--- config.mk ---
export PLATFORM = sky130hd
export DESIGN_NAME = imem_boot_loader
export DESIGN_NICKNAME = d
export VERILOG_FILES = /design/src/rtl/boot_pkg.sv /design/src/rtl/word_assembler.sv /design/src/rtl/imem_boot_loader.sv
export SDC_FILE = /design/constraint.sdc
export NUM_CORES = 1
export LEC_CHECK = 0
export ABC_AREA = 1
export BUFFER_PORTS_ARGS = -buffer_cell sky130_fd_sc_hd__buf_2
export CAP_MARGIN = 0
export CORE_MARGIN = 2
export CORE_UTILIZATION = 50
export CTS_BUF_LIST = sky130_fd_sc_hd__clkbuf_8
export CTS_CLUSTER_SIZE = 28
export DETAILED_ROUTE_END_ITERATION = 16
export PLACE_DENSITY = 0.75
export SYNTH_ARGS = -nofsm -noshare
export SYNTH_HDL_FRONTEND = slang
export SYNTH_HIERARCHICAL = 1
export SYNTH_SLANG_ARGS = --single-unit
--- constraint.sdc ---
create_clock -name Clk -period 5.4 [get_ports Clk]
set_input_delay 0 -clock Clk [delete_from_list [all_inputs] [get_ports Clk]]
set_output_delay 0 -clock Clk [all_outputs]
set_load 0.02 [all_outputs]
--- src/rtl/boot_pkg.sv ---
// Shared types and constants for the instruction-memory boot loader.
// Optional feature macro: BOOT_CHECKSUM_EN (trailing XOR checksum byte).
package boot_pkg;

    typedef enum logic [2:0] {
        ST_HDR0 = 3'd0,
        ST_HDR1 = 3'd1,
        ST_DATA = 3'd2,
        ST_CHK  = 3'd3,
        ST_DONE = 3'd4,
        ST_ERR  = 3'd5
    } boot_state_e;

    localparam int BOOT_LEN_W = 16;
    localparam int BYTE_CNT_W = 2;

endpackage

--- src/rtl/word_assembler.sv ---
// Packs four bytes into a little-endian 32-bit word; word_vld pulses combinationally
// with the 4th byte so the caller registers the write one cycle after acceptance.
module word_assembler
    import boot_pkg::*;
(
    input  logic        Clk,
    input  logic        Rst,
    input  logic        i_clr,
    input  logic        i_byte_vld,
    input  logic [7:0]  i_byte_dat,
    output logic [31:0] o_word_dat,
    output logic        o_word_vld
);

    logic [BYTE_CNT_W-1:0] r_cnt;
    logic [23:0]           r_shift;

    // Only the first three bytes need storage; the 4th is taken straight from the input.
    assign o_word_vld = i_byte_vld && (r_cnt == '1);
    assign o_word_dat = {i_byte_dat, r_shift};

    always_ff @(posedge Clk) begin
        if (Rst || i_clr) begin
            r_cnt   <= '0;
            r_shift <= '0;
        end else if (i_byte_vld) begin
            r_cnt   <= r_cnt + 1'b1;
            r_shift <= {i_byte_dat, r_shift[23:8]};
        end
    end

endmodule

--- src/rtl/imem_boot_loader.sv ---
// Byte-stream loader writing instruction words from address 0 and holding the core in reset
// until the image is complete. Optional macro BOOT_CHECKSUM_EN adds a trailing XOR check byte.
module imem_boot_loader
    import boot_pkg::*;
#(
    parameter int ADDR_W = 8
) (
    input  logic              Clk,
    input  logic              Rst,
    input  logic              Rx_valid,
    input  logic [7:0]        Rx_data,
    output logic              Rx_ready,
    input  logic              Restart,
    output logic              Imem_wr_en,
    output logic [ADDR_W-1:0] Imem_wr_addr,
    output logic [31:0]       Imem_wr_data,
    output logic              Core_rst_n,
    output logic              Done,
    output logic              Err
);

    localparam int MAX_WORDS = 2**ADDR_W;

    boot_state_e           r_state;
    boot_state_e           w_state_nxt;
    logic [BOOT_LEN_W-1:0] r_len;
    logic [BOOT_LEN_W-1:0] w_len_full;
    logic [ADDR_W:0]       r_word_cnt;
    logic                  w_accept;
    logic                  w_clr;
    logic                  w_len_ok;
    logic                  w_last;
    logic                  w_word_vld;
    logic [31:0]           w_word_dat;
    logic                  r_wr_en;
    logic [ADDR_W-1:0]     r_wr_addr;
    logic [31:0]           r_wr_data;
    logic                  r_done;
    logic                  r_err;
    logic                  r_core_rst_n;

    assign Rx_ready   = (r_state == ST_HDR0) || (r_state == ST_HDR1) ||
                        (r_state == ST_DATA) || (r_state == ST_CHK);
    assign w_accept   = Rx_valid && Rx_ready;
    assign w_len_full = {Rx_data, r_len[7:0]};
    assign w_len_ok   = (w_len_full != '0) && (int'(w_len_full) <= MAX_WORDS);
    // Counter is one bit wider than the address so LEN = MAX_WORDS compares cleanly.
    assign w_last     = (BOOT_LEN_W'(r_word_cnt) == (r_len - 1'b1));

    word_assembler u_word_assembler (
        .Clk        (Clk),
        .Rst        (Rst),
        .i_clr      (w_clr),
        .i_byte_vld (w_accept && (r_state == ST_DATA)),
        .i_byte_dat (Rx_data),
        .o_word_dat (w_word_dat),
        .o_word_vld (w_word_vld)
    );

`ifdef BOOT_CHECKSUM_EN
    logic [7:0] r_xor;

    always_ff @(posedge Clk) begin
        if (Rst || w_clr) begin
            r_xor <= '0;
        end else if (w_accept && (r_state == ST_DATA)) begin
            r_xor <= r_xor ^ Rx_data;
        end
    end
`endif

    always_ff @(posedge Clk) begin
        if (Rst) begin
            r_state <= ST_HDR0;
        end else begin
            r_state <= w_state_nxt;
        end
    end

    always_comb begin
        w_state_nxt = r_state;
        w_clr       = 1'b0;
        case (r_state)
            ST_HDR0: if (w_accept) w_state_nxt = ST_HDR1;
            ST_HDR1: if (w_accept) w_state_nxt = w_len_ok ? ST_DATA : ST_ERR;
            ST_DATA: begin
                if (w_word_vld && w_last) begin
`ifdef BOOT_CHECKSUM_EN
                    w_state_nxt = ST_CHK;
`else
                    w_state_nxt = ST_DONE;
`endif
                end
            end
`ifdef BOOT_CHECKSUM_EN
            ST_CHK: if (w_accept) w_state_nxt = (Rx_data == r_xor) ? ST_DONE : ST_ERR;
`endif
            ST_DONE, ST_ERR: begin
                if (Restart) begin
                    w_state_nxt = ST_HDR0;
                    w_clr       = 1'b1;
                end
            end
            default: w_state_nxt = ST_HDR0;
        endcase
    end

    always_ff @(posedge Clk) begin
        if (Rst) begin
            r_len      <= '0;
            r_word_cnt <= '0;
        end else begin
            if (w_accept && (r_state == ST_HDR0)) r_len[7:0]  <= Rx_data;
            if (w_accept && (r_state == ST_HDR1)) r_len[15:8] <= Rx_data;
            if (w_clr) begin
                r_word_cnt <= '0;
            end else if (w_word_vld) begin
                r_word_cnt <= r_word_cnt + 1'b1;
            end
        end
    end

    // Status outputs track the state being entered so they change with the state register.
    always_ff @(posedge Clk) begin
        if (Rst) begin
            r_wr_en      <= 1'b0;
            r_wr_addr    <= '0;
            r_wr_data    <= '0;
            r_done       <= 1'b0;
            r_err        <= 1'b0;
            r_core_rst_n <= 1'b0;
        end else begin
            r_wr_en <= w_word_vld;
            if (w_word_vld) begin
                r_wr_addr <= r_word_cnt[ADDR_W-1:0];
                r_wr_data <= w_word_dat;
            end
            r_done       <= (w_state_nxt == ST_DONE);
            r_err        <= (w_state_nxt == ST_ERR);
            r_core_rst_n <= (w_state_nxt == ST_DONE);
        end
    end

    assign Imem_wr_en   = r_wr_en;
    assign Imem_wr_addr = r_wr_addr;
    assign Imem_wr_data = r_wr_data;
    assign Done         = r_done;
    assign Err          = r_err;
    assign Core_rst_n   = r_core_rst_n;

endmodule

==> results.json, run 1 <==
{
  "worstPathRequired_ns": 5.71,
  "grt_pass1_vias": 3701,
  "hold_end": "Imem_wr_data[29]",
  "rsz0062_at_grt": "no",
  "place.gp.congestion": 0.892,
  "wl_per_cell_um": 12.6,
  "postSynthAreaPerCell_um2": 6.82,
  "synthesis.nets": 652,
  "yosys.area.top_type": "dfxtp_1",
  "r2r_slack_ns": 2.35,
  "cts-resized-gates": 0,
  "worstRegToRegCells": 18,
  "die-height_um": 97.2,
  "fin_util_pct": 58.4,
  "dp.cells": 767,
  "synth_compound_area_share_pct": 10.2,
  "remaining_drc_errors": 0,
  "async_flop_share_pct": 0,
  "p_sw_share_pct": 26.9,
  "vdd_ir_drop_max_mv": 0.174,
  "pin_count": 57,
  "start_util_pct": 52.3,
  "ys.flop_type": "dfxtp_1",
  "synth-edff-count": 0,
  "hold_viol": 0,
  "synthMuxAreaShare_pct": 0,
  "worst_setup_path_start_kind": "flip-flop",
  "power.switching_mw": 0.370,
  "yosys_warnings": 6,
  "worst_slew_pin_slew_ns": 0.580,
  "grt_usage_pct": 21.8,
  "layout-drive-gt1-share_pct": 14.7,
  "endpoint_kind": "flip-flop",
  "dr.pass1.iters": 5,
  "nFillCells": 768,
  "viasPerCell": 4.97,
  "fmax_mhz": 328,
  "drv_slew": 0,
  "core_area_mm2": 0.00830,
  "synth_top_area_share_pct": 44.7,
  "outcome": "complete, no violations",
  "routed_wirelength_um": 9950,
  "clk_pin_slew_ns": 0.09,
  "synth_xor_area_share_pct": 1.21,
  "grt_pass1_wl_um": 16900,
  "netlist_top_cells_count": "170 x nor2_1, 132 x nand2_1, 97 x dfxtp_1",
  "syn2layout_area_growth_pct": 11.7,
  "fin_area_mm2": 0.00485,
  "whs_ns": 0.0373,
  "internal_power_mw": 1.01,
  "yosysMostFrequentCell": "nor2_1",
  "cts_max_level": 3,
  "synth_seq_area_share_pct": 44.7,
  "maxCapViolCount": 0,
  "synth_seq_cells": 97,
  "instances_no_fill": 791,
  "max_slew_margin_pct": 61.3,
  "arrival_ns": 3.36,
  "synth_top_family_by_area": "simple AND/OR/NAND/NOR gates",
  "cpPeakStageDelay_ns": 0.45,
  "place_area_mm2": 0.00457,
  "hold_class": "input pin to flip-flop",
  "grt_max_degree": 54,
  "clkPwrFrac_pct": 33.9,
  "fin_crit_ns": 3.05,
  "clockBufferDepth": 2,
  "ant_nets": 0,
  "path_cells": "inv_1 > nor4_2 > buf_4 > nand2_1 > inv_1 > buf_4 > nand2_1 > nor2_1 > nand3_1 > nor2_1 > nand2_1 > nor2_1 > nand2_1 > nor2_2 > nand3_2 > nand2_1 > nand2_2 > nor2_2",
  "power_frac_seq_pct": 53.8,
  "fin_crit_sh_pct": 56.5,
  "root_buffer": "clkbuf_8",
  "dp_hpwl_um": 7100,
  "overflow": 0,
  "num_rows": 33,
  "whs_path_depth": 3,
  "synth.area.top_cells": "dfxtp_1 45%, nor2_1 15%, nand2_1 11%",
  "combPwrFrac_pct": 12.3,
  "ys_types": 30,
  "setup_violations": 0,
  "synth_cells": 637,
  "critPathSlowestCell": "buf_4",
  "reg2reg_to": "Core_rst_n",
  "crit_top_cell": "nand2_1",
  "path_max_fanout": 53,
  "port-buffer-count": 56,
  "netlist_area_mm2": 0.00434,
  "vias": 3931,
  "first_iter_violations": 190,
  "final.setup.tns_ns": 0,
  "nets": 696,
  "die_area_mm2": 0.00944,
  "clock_sinks": 97,
  "power.density_mw_per_mm2": 284,
  "dpl_worst_slack_ns": 2.37,
  "path_class": "flip-flop to flip-flop",
  "setup_slack_ns": 2.35,
  "clock_latency_ns": 0.36,
  "antenna_found_initial": 0,
  "cts_buffers": 9,
  "cts_tree": "yes",
  "die_w_um": 97.2,
  "p_leak_nw": 2.34,
  "diodes": 0,
  "synth-simple-area-share_pct": 32.4,
  "synth_adder_area_share_pct": 0.865,
  "skew_ns": 0.0100,
  "power_mw": 1.38,
  "r2r-start": "r_state[1]",
  "hold_start": "Rx_data[5]"
}
## critical path, delay by kind of cell (launching register included)
kind / cells / cell delay, ns
buffers and inverters: 4 / 1.30
DFF: 1 / 0.37
and+or+nand+nor: 14 / 1.32
## worst max-delay path by stage
stage | slack [ns] | endpoint | startpoint | cells after the start
global placement | 2.49 | Core_rst_n | r_state[1] | 18
CTS | 2.32 | Core_rst_n | r_state[1] | 18
detailed placement | 2.37 | Core_rst_n | r_state[1] | 18
floorplan | 3.35 | r_word_cnt[8] | r_state[1] | 14
finish | 2.35 | Core_rst_n | r_state[1] | 18
global route | 1.92 | Core_rst_n | r_state[1] | 18
## repair_timing
action	CTS	global route
endpoints found under the hold margin	15	0
buffers inserted	0	0
hold buffers	8	0
## layout by cell type (no fill, tap or decap), types with 4 or more instances in the layout
cell and count:
nor2_1 170, nand2_1 132, dfxtp_1 97, inv_1 63
o21ai_0 58, buf_2 56, a21oi_1 24, nor2_2 10
nand3_1 10, clkbuf_8 10, dlygate4sd3_1 8, nand2_2 6
nor3_1 5, xor2_1 5, inv_2 4
## logic make-up (layout without fill, tap and decap cells)
logic type               after synthesis  after routing
AO/OA/AOI/OAI                         87             87
XOR/XNOR                               6              6
AND/OR/NAND/NOR                      344            344
flip-flops                            97             97
adder cells (fa/ha/maj)                3              3
buffers and inverters                100            149
## registers in the layout, summed over array words and instances, names as in the netlist
register / flops
u_word_assembler/r_shift: 24
Imem_wr_en: 1
Imem_wr_data: 32
Err: 1
r_state: 3
u_word_assembler/r_cnt: 2
Core_rst_n: 1
r_len: 16
r_word_cnt: 9
Imem_wr_addr: 8
## power by group through the flow
stage | sequential, mW | combinational, mW | clock (mW)
floorplan | 0.755 | 0.130 | 0
global placement | 0.757 | 0.160 | 0
detailed placement | 0.758 | 0.164 | 0
CTS | 0.741 | 0.170 | 0.477
global route | 0.743 | 0.193 | 0.505
finish | 0.741 | 0.170 | 0.468
## layer usage
layer | GRT usage (%) | vias up | part of all wire [%]
met4 | 11.2 | 0 | 2.7
met5 | 0 | - | 0
met1 | 27.3 | 1767 | 45
met2 | 37.0 | 95 | 47
met3 | 2.73 | 22 | 4.5
li1 | - | 2047 | -
## layout make-up
type                       count  area [um^2]  area share (%)
clock buffer                  10          138            2.84
clock inverter                 6         58.8            1.21
timing repair buffer          67          383            7.90
sequential                    97         1940            40.1
multi-input combinational    440         1950            40.2
tap                          105          131            2.71
inverter                      66          248            5.11
(Power assumes the default switching activity.)
==> run 2, diff against run 1 <==
==> constraint.sdc (replaced) <==
create_clock -name Clk -period 2.9 [get_ports Clk]
set_input_delay 0 -clock Clk [delete_from_list [all_inputs] [get_ports Clk]]
set_output_delay 0 -clock Clk [all_outputs]
set_load 0.02 [all_outputs]
==> run 2 against run 1 <==
Worst hold slack better by 0.020 ns. Die area unchanged. Register-to-register slack got worse by 1.6 ns. Fmax grew 42%. Combinational power is 87% higher. Non-clock buffer count grew 2. Sequential cell count did not move. Sequential power increased by 86%. Setup slack worse by 1.6 ns. Sequential share of layout area fell by 0.27 points.
==> results.json, run 2 (synthesized netlist as in run 1, its figures left out) <==
{
  "nets": 698,
  "final-seq-area_mm2": 0.00194,
  "vias": 3873,
  "grt_pass1_wl_um": 17500,
  "r2r-start": "r_state[1]",
  "power.switching_mw": 0.730,
  "fmax_mhz": 465,
  "die_area_mm2": 0.00944,
  "power.density_mw_per_mm2": 537,
  "p_sw_share_pct": 27.8,
  "final.setup.tns_ns": 0,
  "outcome": "complete, no violations",
  "layout-drive-gt1-share_pct": 15.1,
  "reg2reg_to": "r_word_cnt[8]",
  "wl_per_cell_um": 12.7,
  "core_area_mm2": 0.00830,
  "maxCapViolCount": 0,
  "path_class": "flip-flop to flip-flop",
  "vdd_ir_drop_max_mv": 0.292,
  "die_w_um": 97.2,
  "ant_nets": 0,
  "post_cts_buffers": 0,
  "p_leak_nw": 2.35,
  "remaining_drc_errors": 0,
  "r2r_slack_ns": 0.75,
  "clock_sinks": 97,
  "hold_viol": 0,
  "place.gp.congestion": 0.918,
  "dr.pass1.iters": 5,
  "overflow": 0,
  "worstRegToRegCells": 12,
  "num_rows": 33,
  "cts_tree": "yes",
  "nFillCells": 780,
  "cts_max_level": 3,
  "drv_slew": 0,
  "hold_class": "input pin to flip-flop",
  "grt_pass1_vias": 3769,
  "routed_wirelength_um": 10100,
  "clkPwrFrac_pct": 35.2,
  "final_cell_mix": "170 x nor2_1, 132 x nand2_1, 97 x dfxtp_1",
  "instances_no_fill": 793,
  "combPwrFrac_pct": 12.1,
  "dp.cells": 768,
  "clk_pin_slew_ns": 0.09,
  "power_frac_seq_pct": 52.6,
  "syn2layout_area_growth_pct": 12.4,
  "worst_slew_pin_slew_ns": 0.795,
  "clockBufferDepth": 2,
  "largest_reg_flops": 32,
  "die-height_um": 97.2,
  "worstPathRequired_ns": 3.14,
  "clock_latency_ns": 0.36,
  "grt_max_degree": 53,
  "port-buffer-count": 56,
  "internal_power_mw": 1.89,
  "start_util_pct": 52.3,
  "hold_start": "Restart",
  "hold_end": "Err",
  "skew_ns": 0.00561,
  "path_max_fanout": 23,
  "viasPerCell": 4.88,
  "fin_crit_ns": 2.15,
  "cts_buffers": 9,
  "arrival_ns": 2.39,
  "max_slew_margin_pct": 46.9,
  "setup_violations": 0,
  "dp_hpwl_um": 7000,
  "pin_count": 57,
  "fin_crit_sh_pct": 74.1,
  "diodes": 0,
  "grt_usage_pct": 22.7,
  "worst_setup_path_start_kind": "flip-flop",
  "first_iter_violations": 231,
  "endpoint_kind": "flip-flop",
  "root_buffer": "clkbuf_8",
  "antenna_found_initial": 0,
  "multi_input_area_mm2": 0.00195,
  "layout_commonest_cell": "nor2_1",
  "rsz0062_at_grt": "no",
  "whs_path_depth": 4
}
## run 2: changes by cell type in the layout (fill, tap and decap cells not counted)
cell           change
clkinv_4           +1
inv_8              +1
clkinvlp_4         +1
inv_1              -2
dlygate4sd3_1      +1
buf_4              +1
clkinv_2           -1
## run 2: power groups by stage
| stage | Clock, mW | Combinational, mW | Sequential [mW] |
|---|---|---|---|
| final | 0.924 | 0.318 | 1.38 |
| after global routing | 1.01 | 0.358 | 1.38 |
| after CTS | 0.944 | 0.316 | 1.38 |
| after detailed placement | 0 | 0.304 | 1.41 |
| after global placement | 0 | 0.293 | 1.41 |
| after floorplan | 0 | 0.241 | 1.41 |
## run 2: routing by layer
layer,track usage [%],part of all wire [%]
met5,0,0
met3,5.40,4.1
met2,37.7,47
met1,28.8,46
met4,8.23,2.1
## run 2: worst max path at each step
stage | start | endpoint | slack, ns
after detailed placement | r_state[1] | r_word_cnt[8] | 0.80
final | r_state[1] | r_word_cnt[8] | 0.75
after floorplan | r_state[1] | r_word_cnt[8] | 0.85
after CTS | r_state[1] | r_word_cnt[8] | 0.75
after global placement | r_state[0] | r_word_cnt[8] | 0.87
after global routing | r_state[1] | r_word_cnt[8] | 0.41
## run 2: layout make-up
| class | count | share of cell area [%] |
|---|---|---|
| well taps | 105 | 2.69 |
| multi-input cells | 440 | 39.9 |
| flip-flops and latches | 97 | 39.8 |
| clock inverters | 6 | 1.51 |
| repair buffers | 69 | 8.20 |
| inverters | 66 | 5.08 |
| clock buffers | 10 | 2.82 |
## run 2: stage by stage
| stage | instance area [um^2] | total power, mW | worst slack, ns | util (%) | hold WS [ns] |
|---|---|---|---|---|---|
| 3_5_place_dp | 4580 | 1.71 | 0.797 | 55.2 | 0.304 |
| 5_1_grt | 4880 | 2.75 | 0.405 | 58.8 | 0.0645 |
| 3_3_place_gp | 4580 | 1.70 | 0.867 | 55.2 | 0.298 |
| 2_1_floorplan | 4340 | 1.65 | 0.846 | - | 0.0691 |
| 4_1_cts | 4880 | 2.64 | 0.747 | 58.8 | 0.0379 |
| 6_report | 4880 | 2.62 | 0.752 | 58.8 | 0.0575 |
## run 2: critical path, stage by stage (launching register included)
cell and delay [ns]:
dfxtp_1 0.39, inv_1 0.10, nor4_2 0.25, nand2_1 0.08, inv_1 0.11, buf_4 0.24, nand2_1 0.11, nor3_1 0.21
nand2_1 0.10, nor2_1 0.14, nand3_1 0.10, xor2_1 0.14, nor2_1 0.05
## run 2: timing repair
action,4_1_cts,5_1_grt
hold buffers,9,0
endpoints found under the hold margin,16,0
resized for setup,0,0
==> run 3, diff against run 2 <==
--- a/config.mk
+++ b/config.mk
@@ -5,7 +5,7 @@
 export SDC_FILE = /design/constraint.sdc
 export NUM_CORES = 1
 export LEC_CHECK = 0
-export ABC_AREA = 1
+export ABC_AREA = 0
 export BUFFER_PORTS_ARGS = -buffer_cell sky130_fd_sc_hd__buf_2
 export CAP_MARGIN = 0
 export CORE_MARGIN = 2
@@ -13,7 +13,7 @@
 export CTS_BUF_LIST = sky130_fd_sc_hd__clkbuf_8
 export CTS_CLUSTER_SIZE = 28
 export DETAILED_ROUTE_END_ITERATION = 16
-export PLACE_DENSITY = 0.75
+export PLACE_DENSITY = 0.78
 export SYNTH_ARGS = -nofsm -noshare
 export SYNTH_HDL_FRONTEND = slang
 export SYNTH_HIERARCHICAL = 1
==> constraint.sdc (replaced) <==
create_clock -name Clk -period 1.72 [get_ports Clk]
set_input_delay 0 -clock Clk [delete_from_list [all_inputs] [get_ports Clk]]
set_output_delay 0 -clock Clk [all_outputs]
set_load 0.02 [all_outputs]
==> run 3 against run 2 <==
The run now ends with setup timing left. Non-clock buffer count up 45. Global-route usage increased by 0.23 points. Critical endpoint is now r_state[1]. Fmax is 3.1% higher.
==> results.json, run 3 <==
{
  "path_max_fanout": 3,
  "reg2reg_to": "r_state[1]",
  "viasPerCell": 5.33,
  "clockBufferDepth": 2,
  "vias": 3469,
  "place_area_mm2": 0.00474,
  "synth-edff-count": 0,
  "yosys_warnings": 6,
  "path_cells": "inv_2 > ha_4 > or4b_4 > o21ai_2 > or3b_4 > nor3b_4 > a21oi_2 > a211oi_2",
  "overflow": 0,
  "clk_pin_slew_ns": 0.09,
  "yosys.area.top_type": "dfxtp_1",
  "maxCapViolCount": 0,
  "synth-simple-area-share_pct": 20.1,
  "path_class": "flip-flop to flip-flop",
  "ys_types": 50,
  "dp.cells": 624,
  "synthesis.nets": 470,
  "skew_ns": 0.00767,
  "worstPathRequired_ns": 1.99,
  "antenna_found_initial": 0,
  "worst_slew_pin_slew_ns": 0.535,
  "instances_no_fill": 651,
  "fin_area_mm2": 0.00510,
  "drv_slew": 0,
  "wl_per_cell_um": 15.2,
  "synth_seq_area_share_pct": 46.4,
  "netlist_top_cells_count": "97 x dfxtp_1, 87 x nor2_1, 66 x mux2i_1",
  "final_cell_mix": "93 x dfxtp_1, 86 x nor2_1, 66 x mux2i_1",
  "grt_pass1_vias": 3363,
  "power.density_mw_per_mm2": 811,
  "place.gp.congestion": 0.863,
  "synth_cells": 455,
  "r2r-start": "r_len[1]",
  "cts_buffers": 9,
  "nFillCells": 670,
  "async_flop_share_pct": 0,
  "pin_count": 57,
  "yosysMostFrequentCell": "dfxtp_1",
  "setup_slack_ns": -0.364,
  "first_iter_violations": 171,
  "rsz0062_at_grt": "yes",
  "synth_compound_area_share_pct": 6.64,
  "grt_usage_pct": 22.9,
  "ant_nets": 0,
  "synthMuxAreaShare_pct": 15.8,
  "failed_checks": "setup timing",
  "fin_crit_ns": 2.08,
  "num_rows": 33,
  "port-buffer-count": 56,
  "hold_class": "input pin to flip-flop",
  "cts_max_level": 3,
  "remaining_drc_errors": 0,
  "path_buf_inv": 1,
  "hold_start": "Rx_data[7]",
  "synth_seq_cells": 97,
  "synth_xor_area_share_pct": 3.98,
  "postSynthAreaPerCell_um2": 9.20,
  "fin_crit_sh_pct": 121,
  "cpPeakStageDelay_ns": 0.47,
  "diodes": 0,
  "grt_pass1_wl_um": 16300,
  "dp_hpwl_um": 6970,
  "cp-startpoint": "r_len[1]",
  "worst_setup_path_start_kind": "flip-flop",
  "die_area_mm2": 0.00912,
  "clock_sinks": 97,
  "synth_top_area_share_pct": 46.4,
  "die_w_um": 95.5,
  "core_area_mm2": 0.00818,
  "r2r_slack_ns": -0.36,
  "syn2layout_area_growth_pct": 22.0,
  "critPathTopFamily": "simple AND/OR/NAND/NOR gates",
  "critPathSlowestCell": "or4b_4",
  "cts_tree": "yes",
  "synth_top_family_by_area": "simple AND/OR/NAND/NOR gates",
  "hold_viol": 0,
  "p_leak_nw": 2.02,
  "grt_max_degree": 33,
  "crit_path_end": "r_state[1]",
  "layout-drive-gt1-share_pct": 27.8,
  "clock_latency_ns": 0.35,
  "start_util_pct": 51.2,
  "max_slew_margin_pct": 64.0,
  "root_buffer": "clkbuf_8",
  "die-height_um": 95.5,
  "layout_commonest_cell": "dfxtp_1",
  "vdd_ir_drop_max_mv": 0.507,
  "crit_cells": 8,
  "netlist_area_mm2": 0.00419,
  "dr.pass1.iters": 5,
  "setup_violations": 5,
  "nets": 557,
  "fmax_mhz": 480,
  "outcome": "complete, but fails checks",
  "arrival_ns": 2.36,
  "worstRegToRegCells": 8,
  "routed_wirelength_um": 9910,
  "largest_reg_flops": 32,
  "synth.area.top_cells": "dfxtp_1 46%, mux2i_1 16%, nor2_1 7.8%",
  "endpoint_kind": "flip-flop",
  "ys.flop_type": "dfxtp_1",
  "synth_adder_area_share_pct": 0.897
}
==> run 3: worst min path at each step <==
stage	endpoint	slack, ns	cells past startpoint
6_report	Imem_wr_data[31]	0.007	3
5_1_grt	Imem_wr_data[31]	0.05	3
4_1_cts	Imem_wr_data[31]	0.003	3
3_5_place_dp	r_state[1]	0.31	2
3_3_place_gp	r_state[1]	0.29	2
2_1_floorplan	r_len[2]	0.14	2
==> run 3: cell families (layout without fill, tap and decap cells) <==
group                    Yosys count  after routing
adder cells (fa/ha/maj)            3              3
XOR/XNOR                          19             19
AND/OR/NAND/NOR                  183            183
multiplexers                      66             66
buffers and inverters             43            134
AO/OA/AOI/OAI                     44             44
flip-flops                        97             97
==> run 3: layout make-up <==
cell class | count | area [um^2] | share of cell area [%]
inverters | 5 | 21.3 | 0.417
clock inverters | 6 | 35.0 | 0.686
flip-flops and latches | 97 | 1950 | 38.1
multi-input cells | 315 | 2090 | 40.9
well taps | 105 | 131 | 2.57
clock buffers | 9 | 124 | 2.43
repair buffers | 114 | 761 | 14.9
==> run 3: per-stage QoR <==
stage                     hold slack, ns  TNS (ns)  total power, mW  worst slack (ns)  utilization, %
after detailed placement           0.306     -3.96             2.84            -0.409            58.0
after CTS                        0.00349     -1.55             4.12            -0.354            61.9
final                            0.00684     -1.64             4.14            -0.364            62.4
after global routing              0.0478     -2.06             4.31            -0.462            62.4
after global placement             0.288     -1.35             2.83            -0.292            58.0
after floorplan                    0.136     -2.03             2.66            -0.385               -
==> run 3: tightest hold or removal path, cell delays in order <==
cell     delay, ns
buf_2         0.15
mux2i_1       0.09
nor2_1        0.09
==> run 3: report_power, final <==
part	switching (mW)	leakage [nW]	internal [mW]	total, mW
clock network	0.772	0.0864	0.511	1.28
logic	0.301	1.14	0.256	0.557
registers	0.0275	0.785	2.27	2.30
==> run 3: layer usage <==
layer,vias up,GRT usage [%],part of all wire [%]
li1,1703,-,-
met1,1648,28.6,44
met2,99,39.3,50
met3,19,4.27,4.2
met4,0,8.81,1.6
met5,-,0,0
==> run 3: what timing repair did <==
action	4_1_cts	5_1_grt
setup endpoints to repair	42	6
setup buffers	4	0
hold buffers	8	0
gates resized for setup	12	9
hold endpoints to repair	21	0
pin swaps	3	3
